==> src/rtl/assert_pkg.sv <==
// Shared definitions for the step-scheduled check sequencer.
// Latency: none (types and constant functions only).
// Backpressure: not applicable.
package assert_pkg;

  // Sequencer states; the codes are only compared, never decoded elsewhere.
  typedef enum logic [2:0] {
    S_IDLE   = 3'd0,
    S_APPLY  = 3'd1,
    S_SETTLE = 3'd2,
    S_SAMPLE = 3'd3,
    S_DONE   = 3'd4
  } state_t;

  // Width needed to index v items, never less than one bit.
  function automatic int clog2_min1(input int v);
    return (v <= 2) ? 1 : $clog2(v);
  endfunction

endpackage

==> src/rtl/fail_popcount.sv <==
// Counts the set bits of a per-step failure mask.
// Latency: combinational.
// Backpressure: none.
module fail_popcount #(
  parameter int NUM_CHECKS = 4,
  parameter int FC_W       = 7
) (
  input  logic [NUM_CHECKS-1:0] mask,
  output logic [FC_W-1:0]       count
);

  // Plain adder chain; NUM_CHECKS is small so no tree is needed.
  always_comb begin
    count = '0;
    for (int i = 0; i < NUM_CHECKS; i++) begin
      count = count + FC_W'(mask[i]);
    end
  end

endmodule

==> src/rtl/assert_sequencer.sv <==
// Steps a test through NUM_STEPS indices, samples check lines after a settle delay, reports pass/fail.
// Latency: SETTLE+2 cycles per step; done NUM_STEPS*(SETTLE+2) edges after start (earlier on stop-on-fail).
// Backpressure: none; start is ignored while busy and is not queued.
module assert_sequencer
  import assert_pkg::*;
#(
  parameter  int NUM_STEPS    = 16,
  parameter  int NUM_CHECKS   = 4,
  parameter  int SETTLE       = 2,
  parameter  int STOP_ON_FAIL = 1,
  localparam int IDX_W        = clog2_min1(NUM_STEPS),
  localparam int FC_W         = $clog2(NUM_STEPS*NUM_CHECKS+1)
) (
  input  logic                  clk,
  input  logic                  rst,
  input  logic                  start,
  output logic [IDX_W-1:0]      step_idx,
  output logic                  step_valid,
  input  logic [NUM_CHECKS-1:0] check_en,
  input  logic [NUM_CHECKS-1:0] check_ok,
  output logic                  busy,
  output logic                  done,
  output logic                  pass,
  output logic [FC_W-1:0]       fail_count,
  output logic [IDX_W-1:0]      first_fail_step,
  output logic [NUM_CHECKS-1:0] first_fail_mask
);

  localparam int             SC_W        = clog2_min1(SETTLE + 1);
  localparam logic [SC_W-1:0] SETTLE_LOAD = SC_W'((SETTLE > 0) ? SETTLE - 1 : 0);

  state_t                  state_q, state_d;
  logic [SC_W-1:0]         settle_q;
  logic [IDX_W-1:0]        idx_q;
  logic [FC_W-1:0]         fc_q;
  logic [IDX_W-1:0]        ffs_q;
  logic [NUM_CHECKS-1:0]   ffm_q;
  logic                    ff_seen_q;
  logic [NUM_CHECKS-1:0]   fail_mask;
  logic [FC_W-1:0]         fail_pop;
  logic                    last_step;

  // A line fails unless its result is exactly 1; X/Z on an enabled line counts as a failure.
  always_comb begin
    fail_mask = '0;
    for (int i = 0; i < NUM_CHECKS; i++) begin
      fail_mask[i] = check_en[i] & ~(check_ok[i] === 1'b1);
    end
  end

  fail_popcount #(
    .NUM_CHECKS (NUM_CHECKS),
    .FC_W       (FC_W)
  ) u_pop (
    .mask  (fail_mask),
    .count (fail_pop)
  );

  assign last_step = (idx_q == IDX_W'(NUM_STEPS - 1));

  // State register.
  always_ff @(posedge clk) begin
    if (rst) state_q <= S_IDLE;
    else     state_q <= state_d;
  end

  // Next-state logic: one APPLY cycle, SETTLE cycles of wait, one SAMPLE cycle per step.
  always_comb begin
    state_d = state_q;
    case (state_q)
      S_IDLE, S_DONE: if (start) state_d = S_APPLY;
      S_APPLY:        state_d = (SETTLE > 0) ? S_SETTLE : S_SAMPLE;
      S_SETTLE:       if (settle_q == '0) state_d = S_SAMPLE;
      S_SAMPLE: begin
        if (((|fail_mask) && (STOP_ON_FAIL != 0)) || last_step) state_d = S_DONE;
        else                                                   state_d = S_APPLY;
      end
      default:        state_d = S_IDLE;
    endcase
  end

  // Settle counter, step counter and result registers; start clears all run results.
  always_ff @(posedge clk) begin
    if (rst) begin
      settle_q  <= '0;
      idx_q     <= '0;
      fc_q      <= '0;
      ffs_q     <= '0;
      ffm_q     <= '0;
      ff_seen_q <= 1'b0;
    end else begin
      case (state_q)
        S_IDLE, S_DONE: begin
          if (start) begin
            idx_q     <= '0;
            fc_q      <= '0;
            ffs_q     <= '0;
            ffm_q     <= '0;
            ff_seen_q <= 1'b0;
          end
        end
        S_APPLY:  settle_q <= SETTLE_LOAD;
        S_SETTLE: if (settle_q != '0) settle_q <= settle_q - SC_W'(1);
        S_SAMPLE: begin
          fc_q <= fc_q + fail_pop;
          if ((|fail_mask) && !ff_seen_q) begin
            ff_seen_q <= 1'b1;
            ffs_q     <= idx_q;
            ffm_q     <= fail_mask;
          end
          if (state_d == S_APPLY) idx_q <= idx_q + IDX_W'(1);
        end
        default: ;
      endcase
    end
  end

  // Status outputs decode directly from state so reset forces them all low.
  always_comb begin
    step_valid = (state_q == S_APPLY);
    busy       = (state_q == S_APPLY) || (state_q == S_SETTLE) || (state_q == S_SAMPLE);
    done       = (state_q == S_DONE);
    pass       = (state_q == S_DONE) && (fc_q == '0);
  end

  assign step_idx        = idx_q;
  assign fail_count      = fc_q;
  assign first_fail_step = ffs_q;
  assign first_fail_mask = ffm_q;

endmodule
==> config.mk <==
export PLATFORM = sky130hd
export DESIGN_NAME = assert_sequencer
export DESIGN_NICKNAME = d
export VERILOG_FILES = /design/src/rtl/assert_pkg.sv /design/src/rtl/fail_popcount.sv /design/src/rtl/assert_sequencer.sv
export SDC_FILE = /design/constraint.sdc
export NUM_CORES = 1
export LEC_CHECK = 0
export BUFFER_PORTS_ARGS = -buffer_cell sky130_fd_sc_hd__buf_4
export CAP_MARGIN = 20
export CORE_AREA = 2 2 54 56
export DETAILED_ROUTE_END_ITERATION = 6
export DIE_AREA = 0 0 56 58
export GPL_ROUTABILITY_DRIVEN = 0
export MAX_ROUTING_LAYER = met4
export PLACE_DENSITY = 0.83
export SKIP_CTS_REPAIR_TIMING = 1
export SLEW_MARGIN = 20
export SYNTH_ARGS = -nofsm -noshare
export SYNTH_HDL_FRONTEND = slang
export SYNTH_SLANG_ARGS = --single-unit
==> constraint.sdc <==
create_clock -name clk -period 4.4 [get_ports clk]
set_input_delay 0.44 -clock clk [delete_from_list [all_inputs] [get_ports clk]]
set_output_delay 0.44 -clock clk [all_outputs]
set_load 0.005 [all_outputs]
==> flow_summary.yaml, run 1 <==
placed_design:
  dp.cells: 214
  io_buffers: 33
  post-dp-hpwl_mm: 2.33
timing:
  slew_viol_final: 0
  final-setup-viol-count: 0
  min_period_ns: 2.64
  rsz0062_at_grt: "no"
  whs_ns: 0.421
  finClkSkew_ns: 0.00152
  fmax_mhz: 379
  slew_headroom_pct: 62.9
  tightest_slew_ns: 0.557
  final_hold_viol_count: 0
  fin_tns_setup_ns: 0
  min_period_over_period_pct: 59.9
pwr:
  ir_drop_uv: 199
  cellLeakagePower_nw: 0.749
  power_density_nw_per_um2: 264
setup_path:
  cp_data_required_time_ns: 4.62
  cp_max_fo: 3
  start_kind: "primary input"
  cp_num_buf_inv: 4
  crit_chain: "buf_4 -> nand2b_1 -> inv_1 -> ha_1 -> inv_1 -> fa_1 -> inv_1 -> ha_1 -> fa_1 -> a21oi_1 -> or4b_1 -> nand3_1 -> o31ai_2"
  reg2reg_slack_ns: 1.97
  worstPathArrival_ns: 2.86
  slowest_stage: "or4b_1"
  cp_common_cell: "inv_1"
  path_delay_family: "adder cells"
  crit_type: "in2reg"
  end_kind: "flop"
  slowest_delay_ns: 0.56
drt:
  drt_pass1_iterations: 4
  antenna_left: 0
  wl_mm: 3.07
  vias: 1233
  drt_iter0_markers: 19
  wire_per_inst_um: 14.1
  via_per_inst: 5.66
  drc: 0
clock_network:
  cts-root-buf: "clkbuf_4"
  cts_tree: "built"
  clkLatencyLatePin_ns: 0.32
  htree_num_levels: 1
  cts_buffers: 3
  clk_pin_slew_ns: 0.13
  clockBufferDepth: 2
  clock-sinks: 25
synthesis:
  synth_edf_count: 0
  synthArstFlopShare_pct: 0
  syn_area_per_cell_sq_um: 9.10
  syn_inst: 156
  ys.flop_type: "dfxtp_1"
  synth_seq_cells: 25
  synth_fp_nets: 177
  yosysWarnings: 0
  yosysSeqAreaShare_pct: 35.3
  yosys.cell_types.count: 49
  syn_area_sq_um: 1420
global_route:
  grt_max_degree: 24
  gr-total-overflow: 0
  grt_usage_pct: 20.3
  grt_pass1_vias: 1197
  grt_pass1_wl_mm: 5.17
  antenna_found_initial: 0
layout:
  antennaDiodeCount: 0
  layout-drive-gt1-share_pct: 27.3
  fin_nets: 209
  mostFrequentLayoutCell: "buf_4"
  stdcell_count: 218
  mostFrequentLayoutCells: "buf_4 (33), dfxtp_1 (25), inv_1 (13), a21oi_1 (13), nand3_1 (12)"
  areaGrowthSynthToFinish_pct: 19.0
  fillCellCount: 235
die:
  rows: 19
  die_h_um: 58
  core_area_sq_um: 2660
  ioPinCount: 34
  dieArea_sq_um: 3250
  initial_core_util_pct: 53.3
  die_x_um: 56
status:
  status: "completed"
job:
  cap_violations: 0
hold_path:
  hold_path.class: "in2reg"
==> state kept, by name (all words and copies together), names as in the netlist <==
| register | cells |
|---|---|
| settle_q | 2 |
| step_idx | 4 |
| first_fail_mask | 4 |
| ff_seen_q | 1 |
| fail_count | 7 |
| first_fail_step | 4 |
| state_q | 3 |
==> synthesized netlist by cell type, types with 2 or more instances <==
cell type,number,area (sq um)
nor2_1,7,26.3
nor2b_1,2,12.5
nor4_1,2,12.5
o211ai_1,3,22.5
fa_1,2,40.0
o21ai_0,4,20.0
inv_1,13,48.8
dfxtp_1,25,500
nand2_1,9,33.8
ha_1,8,100
a21oi_1,13,65.1
nor3_1,6,30.0
a22oi_1,3,22.5
o31ai_1,2,15.0
o41ai_1,2,17.5
nand2b_1,4,25.0
a211oi_1,2,15.0
or4b_1,2,20.0
o31ai_2,5,62.6
buf_6,2,22.5
nand3_1,12,60.1
==> final cells by class <==
cell class	count	area [sq um]	area share (%)
Timing Repair Buffer	33	248	14.7
Clock buffer	4	26.3	1.56
Tap cell	31	38.8	2.30
Multi-Input combinational cell	111	823	48.7
Inverter	14	52.6	3.11
Sequential cell	25	500	29.6
==> metrics by stage <==
step | area, sq um | worst slack (ns) | power [mW] | util (%)
global route | 1690 | 1.61 | 0.469 | 63.4
finish | 1690 | 1.76 | 0.446 | 63.4
floorplan | 1420 | 1.70 | 0.318 | -
global placement | 1660 | 1.54 | 0.340 | 62.5
detailed placement | 1660 | 1.42 | 0.347 | 62.5
CTS | 1690 | 1.77 | 0.448 | 63.4
==> path summary, 6_finish.rpt <==
check | from | endpoint | cells past startpoint
worst max-delay path | check_ok[1] | fail_count[6]$_SDFFE_PP0P_ | 13
worst min-delay path | check_ok[0] | first_fail_mask[0]$_SDFFE_PP0P_ | 4
worst max register to register | fail_count[0]$_SDFFE_PP0P_ | fail_count[6]$_SDFFE_PP0P_ | 9
worst min register to register | ff_seen_q$_SDFFE_PP0P_ | ff_seen_q$_SDFFE_PP0P_ | 2
==> logic make-up (layout without fill, tap and decap cells) <==
logic type | after synthesis | after routing | share of synthesized area, %
AO/OA/AOI/OAI | 43 | 43 | 22.0
multiplexers | 1 | 1 | 0.794
buffers and inverters | 20 | 51 | 6.70
flip-flops | 25 | 25 | 35.3
adder cells (fa/ha/maj) | 10 | 10 | 9.88
XOR/XNOR | 2 | 2 | 1.23
AND/OR/NAND/NOR | 55 | 55 | 24.1
==> routing by layer <==
| metal | vias up | wire [um] | global-route usage [%] |
|---|---|---|---|
| met1 | 571 | 1350 | 23.6 |
| met4 | 0 | 45 | 8.84 |
| met3 | 6 | 105 | 3.13 |
| li1 | 631 | - | - |
| met2 | 25 | 1570 | 35.0 |
| met5 | - | 0 | - |
==> power breakdown <==
group | internal, mW | switching (mW)
registers | 0.234 | 0.0133
clock network | 0.0355 | 0.0687
logic | 0.0401 | 0.0543
total | 0.310 | 0.136
==> tightest hold or removal path: cells and delay by family <==
kind,cells,cell delay [ns]
AOI/OAI and AO/OA,1,0.07
buffers and inverters,2,0.16
and+or+nand+nor,1,0.04
No activity file was read; power rests on OpenSTA's default activity.
==> inputs of run 2 (changes only) <==
--- a/config.mk
+++ b/config.mk
@@ -5,14 +5,15 @@
 export SDC_FILE = /design/constraint.sdc
 export NUM_CORES = 1
 export LEC_CHECK = 0
+export ABC_AREA = 1
 export BUFFER_PORTS_ARGS = -buffer_cell sky130_fd_sc_hd__buf_4
 export CAP_MARGIN = 20
-export CORE_AREA = 2 2 54 56
+export CORE_AREA = 2 2 55 57
 export DETAILED_ROUTE_END_ITERATION = 6
-export DIE_AREA = 0 0 56 58
+export DIE_AREA = 0 0 57 59
 export GPL_ROUTABILITY_DRIVEN = 0
 export MAX_ROUTING_LAYER = met4
-export PLACE_DENSITY = 0.83
+export PLACE_DENSITY = 0.78
 export SKIP_CTS_REPAIR_TIMING = 1
 export SLEW_MARGIN = 20
 export SYNTH_ARGS = -nofsm -noshare
==> constraint.sdc (replaced) <==
create_clock -name clk -period 2.5 [get_ports clk]
set_input_delay 0.25 -clock clk [delete_from_list [all_inputs] [get_ports clk]]
set_output_delay 0.25 -clock clk [all_outputs]
set_load 0.005 [all_outputs]
==> run 2 against run 1 <==
  * Synthesized cell count up 23%
  * Combinational power grew 58%
  * Sequential power rose by 75%
==> flow_summary.yaml, run 2 <==
status:
  status: "completed"
timing:
  final_hold_viol_count: 0
  final-setup-viol-count: 0
  min_period_ns: 2.22
  min_period_over_period_pct: 88.8
  slew_headroom_pct: 76.8
  tightest_slew_ns: 0.346
  rsz0062_at_grt: "no"
  whs_ns: 0.181
  finClkSkew_ns: 0.00283
  slew_viol_final: 0
  fmax_mhz: 450
drt:
  drt_pass1_iterations: 4
  antenna_left: 0
  wire_per_inst_um: 11.2
  drt_iter0_markers: 35
  vias: 1355
  via_per_inst: 5.29
  wl_mm: 2.88
  drc: 0
pwr:
  ir_drop_uv: 424
  power_density_nw_per_um2: 464
  p_total_mw: 0.769
  cellLeakagePower_nw: 0.782
placed_design:
  post-dp-hpwl_mm: 2.14
  dpl-instance-area_sq_um: 1630
  dp.cells: 252
  io_buffers: 33
die:
  rows: 19
  core_area_sq_um: 2710
  die_h_um: 59
  initial_core_util_pct: 50.5
  dieArea_sq_um: 3360
  ioPinCount: 34
  die_x_um: 57
synthesis:
  ys_top_cells_by_area: "dfxtp_1 (37%), nand3_1 (11%), nand2_1 (9.3%)"
  synth_most_common_cell: "nand2_1"
  syn_area_sq_um: 1370
  syn_area_per_cell_sq_um: 7.13
  synth_commonest_cells: "nand2_1 (34), nand3_1 (30), inv_1 (27)"
  synth_edf_count: 0
  syn_inst: 192
  synth_top_area_share_pct: 36.6
  synthArstFlopShare_pct: 0
  yosys.cell_types.count: 23
  synth_seq_cells: 25
  yosysWarnings: 0
  ys.flop_type: "dfxtp_1"
  synth_fp_nets: 213
  yosysSeqAreaShare_pct: 36.6
  synth_area_leader_cell: "dfxtp_1"
layout:
  fin_nets: 247
  antennaDiodeCount: 0
  mostFrequentLayoutCell: "nand2_1"
  mostFrequentLayoutCells: "nand2_1 (34), buf_4 (33), nand3_1 (30)"
  multiInputGateArea_sq_um: 737
  areaGrowthSynthToFinish_pct: 21.2
  layout-drive-gt1-share_pct: 19.1
  design_area_sq_um: 1660
  ff_latch_area_sq_um: 500
  stdcell_count: 256
  fillCellCount: 280
  largest_reg_flops: 7
global_route:
  grt_pass1_wl_mm: 5.22
  grt_max_degree: 19
  grt_pass1_vias: 1251
  gr-total-overflow: 0
  antenna_found_initial: 0
  grt_usage_pct: 20.0
hold_path:
  hold_path_end: "state_q[2]$_SDFF_PP0_"
  hold_path.class: "in2reg"
  hold_path_depth: 4
  min_from: "start"
setup_path:
  end_kind: "flop"
  worstPathArrival_ns: 2.46
  start_kind: "flop"
  cp_max_fo: 4
  crit_type: "reg2reg"
  cp_data_required_time_ns: 2.74
  r2r-start: "fail_count[0]$_SDFFE_PP0P_"
  r2r_cells: 11
  reg2reg_slack_ns: 0.28
  timing.rr.end: "fail_count[6]$_SDFFE_PP0P_"
clock_network:
  clkLatencyLatePin_ns: 0.33
  cts-root-buf: "clkbuf_4"
  cts_tree: "built"
  htree_num_levels: 1
  clock-sinks: 25
  clk_pin_slew_ns: 0.14
  cts_buffers: 3
  clockBufferDepth: 2
job:
  cap_violations: 0
==> run 2: cell types whose count changed after synthesis, sizes merged, moves of 3 or more <==
cell / change
nand2: +27
nand3: +20
inv: +15
nor2: +11
a21oi: +10
o31ai: -7
nand2b: -5
nor3: -4
buf: -3
nor2b: -3
o211ai: -3
==> run 2: cell families (layout without fill, tap and decap cells) <==
kind of cell	Yosys count	in the layout	synth area share, %
simple gates	94	94	32.3
fa+ha+maj	10	10	10.2
buf+inv	33	66	9.60
flops	25	25	36.6
compound gates	30	30	11.3
==> run 2: worst max path at each step <==
stage | start | endpoint
after global routing | fail_count[0]$_SDFFE_PP0P_ | fail_count[6]$_SDFFE_PP0P_
final | fail_count[0]$_SDFFE_PP0P_ | fail_count[6]$_SDFFE_PP0P_
after CTS | fail_count[0]$_SDFFE_PP0P_ | fail_count[6]$_SDFFE_PP0P_
after floorplan | check_ok[0] | fail_count[6]$_SDFFE_PP0P_
after global placement | check_en[0] | fail_count[6]$_SDFFE_PP0P_
after detailed placement | check_en[0] | fail_count[6]$_SDFFE_PP0P_
==> run 2: cell type report <==
type	instances	area share, %
Clock buffer	4	1.58
Multi-Input combinational cell	134	44.4
Sequential cell	25	30.2
Tap cell	31	2.34
Timing Repair Buffer	33	14.9
Inverter	29	6.56
==> run 2: report_power, final <==
part	internal (mW)	switching (mW)	total (mW)	leakage (nW)
Combinational	0.0621	0.0873	0.149	0.564
Clock	0.0627	0.124	0.187	0.0150
Sequential	0.413	0.0194	0.433	0.203
==> run 2: per-layer routing <==
layer | vias up | track usage [%] | part of all wire, %
li1 | 700 | - | -
met1 | 615 | 25.9 | 48
met2 | 35 | 32.0 | 46
met3 | 5 | 3.49 | 5.2
met4 | 0 | 6.64 | 1.4
met5 | - | - | 0
==> run 2: metrics by stage <==
step | TNS (ns) | util [%] | setup WS (ns)
floorplan | 0 | - | 0.179
global placement | 0 | 60.2 | 0.0171
detailed placement | -0.0213 | 60.2 | -0.0213
CTS | 0 | 61.2 | 0.292
global route | 0 | 61.2 | 0.0834
finish | 0 | 61.2 | 0.280
==> run 2: worst max-delay path, cell delays in order (launching register included) <==
cell	delay, ns
dfxtp_1	0.41
inv_1	0.08
fa_1	0.53
inv_1	0.04
ha_1	0.21
fa_1	0.40
nand2_1	0.08
nand2_1	0.06
nand3_1	0.07
nor2_1	0.05
a22oi_1	0.13
nor2_1	0.06
==> inputs of run 3 (changes only) <==
==> constraint.sdc (replaced) <==
create_clock -name clk -period 2.25 [get_ports clk]
set_input_delay 0.225 -clock clk [delete_from_list [all_inputs] [get_ports clk]]
set_output_delay 0.225 -clock clk [all_outputs]
set_load 0.005 [all_outputs]
==> run 3 against run 2 <==
  * Clock skew decreased by 0.00063 ns
  * Die area unchanged
  * Largest power group unchanged
  * Non-clock buffer count rose by 4
  * Critical path type is now in2reg
  * Combinational power rose by 15%
==> flow_summary.yaml, run 3 (synthesized netlist as in run 2, its figures left out) <==
drt:
  drt_pass1_iterations: 5
  wire_per_inst_um: 11.5
  via_per_inst: 5.20
  antenna_left: 0
  drt_iter0_markers: 32
  wl_mm: 2.99
  vias: 1353
  drc: 0
job:
  cap_violations: 0
setup_path:
  cp_max_fo: 3
  worstPathArrival_ns: 2.33
  cp_data_required_time_ns: 2.49
  start_kind: "primary input"
  end_kind: "flop"
  reg2reg_slack_ns: 0.17
  crit_type: "in2reg"
placed_design:
  io_buffers: 33
  dp.cells: 256
  post-dp-hpwl_mm: 2.25
clock_network:
  clk_pin_slew_ns: 0.14
  clkLatencyLatePin_ns: 0.33
  cts_tree: "built"
  clockBufferDepth: 2
  cts_buffers: 3
  cts-root-buf: "clkbuf_4"
  clock-sinks: 25
  htree_num_levels: 1
pwr:
  power_density_nw_per_um2: 510
  ir_drop_uv: 556
  cellLeakagePower_nw: 0.799
timing:
  final-setup-viol-count: 0
  finClkSkew_ns: 0.00221
  tightest_slew_ns: 0.344
  min_period_ns: 2.09
  final_hold_viol_count: 0
  min_period_over_period_pct: 92.8
  rsz0062_at_grt: "no"
  fmax_mhz: 479
  slew_headroom_pct: 77.0
  slew_viol_final: 0
  whs_ns: 0.163
layout:
  mostFrequentLayoutCells: "buf_4 (37), nand2_1 (34), nand3_1 (30)"
  largest_reg_flops: 7
  areaGrowthSynthToFinish_pct: 23.9
  stdcell_count: 260
  fin_nets: 251
  antennaDiodeCount: 0
  post-route-util_pct: 62.6
  layout-drive-gt1-share_pct: 21.4
  mostFrequentLayoutCell: "buf_4"
die:
  ioPinCount: 34
  die_h_um: 59
  core_area_sq_um: 2710
  rows: 19
  die_x_um: 57
  dieArea_sq_um: 3360
  initial_core_util_pct: 50.5
global_route:
  grt_max_degree: 19
  antenna_found_initial: 0
  gr-total-overflow: 0
  grt_pass1_wl_mm: 5.37
  grt_usage_pct: 20.4
  grt_pass1_vias: 1296
hold_path:
  hold_path.class: "in2reg"
status:
  status: "completed"
run 3: cell types whose count changed in the layout (fill, tap and decap cells not counted), sizes merged:
cell,before,now
clkinvlp,0,1
buf,33,37
clkbuf,4,3
run 3: final timing paths:
path,start,cells past startpoint,endpoint
max,check_en[0],15,fail_count[6]$_SDFFE_PP0P_
min,start,4,state_q[2]$_SDFF_PP0_
max reg2reg,fail_count[0]$_SDFFE_PP0P_,11,fail_count[6]$_SDFFE_PP0P_
min reg2reg,settle_q[1]$_SDFFE_PP0P_,2,settle_q[1]$_SDFFE_PP0P_
run 3: routing by layer:
metal | track usage, % | share of wire [%] | vias up | routed length, um
met3 | 1.97 | 4.1 | 5 | 123
met4 | 5.98 | 1.4 | 0 | 42
met1 | 25.1 | 48 | 613 | 1430
li1 | - | - | 702 | -
met5 | - | 0 | - | 0
met2 | 35.8 | 47 | 33 | 1390
run 3: cell type report:
class / count / area [sq um]
Inverter: 29 / 109
Multi-Input combinational cell: 134 / 739
Sequential cell: 25 / 500
Timing Repair Buffer: 37 / 278
Tap cell: 31 / 38.8
Clock inverter: 1 / 7.51
Clock buffer: 3 / 22.5
Fill cell: 264 / 1010
run 3: report_power, final:
| group | switching [mW] | internal [mW] |
|---|---|---|
| sequential | 0.0214 | 0.459 |
| clock | 0.143 | 0.0681 |
| combinational | 0.0993 | 0.0728 |
| total | 0.264 | 0.600 |
run 3: stage by stage:
stage | TNS (ns) | total power [mW] | worst slack, ns | cell area [sq um]
3_5_place_dp | -0.506 | 0.664 | -0.202 | 1670
6_report | 0 | 0.864 | 0.161 | 1700
4_1_cts | 0 | 0.874 | 0.161 | 1700
2_1_floorplan | 0 | 0.599 | 0.00213 | 1370
3_3_place_gp | -0.312 | 0.661 | -0.145 | 1670
5_1_grt | 0 | 0.919 | 0.0119 | 1700
run 3: critical path, stage by stage:
cell and delay, ns:
buf_4 0.11, nand2_1 0.08, inv_1 0.06, ha_1 0.27
inv_1 0.05, fa_1 0.49, inv_1 0.04, ha_1 0.22
fa_2 0.36, nand2_1 0.07, nand2_1 0.06, nand3_1 0.07
nor2_1 0.05, a22oi_1 0.13, nor2_1 0.05
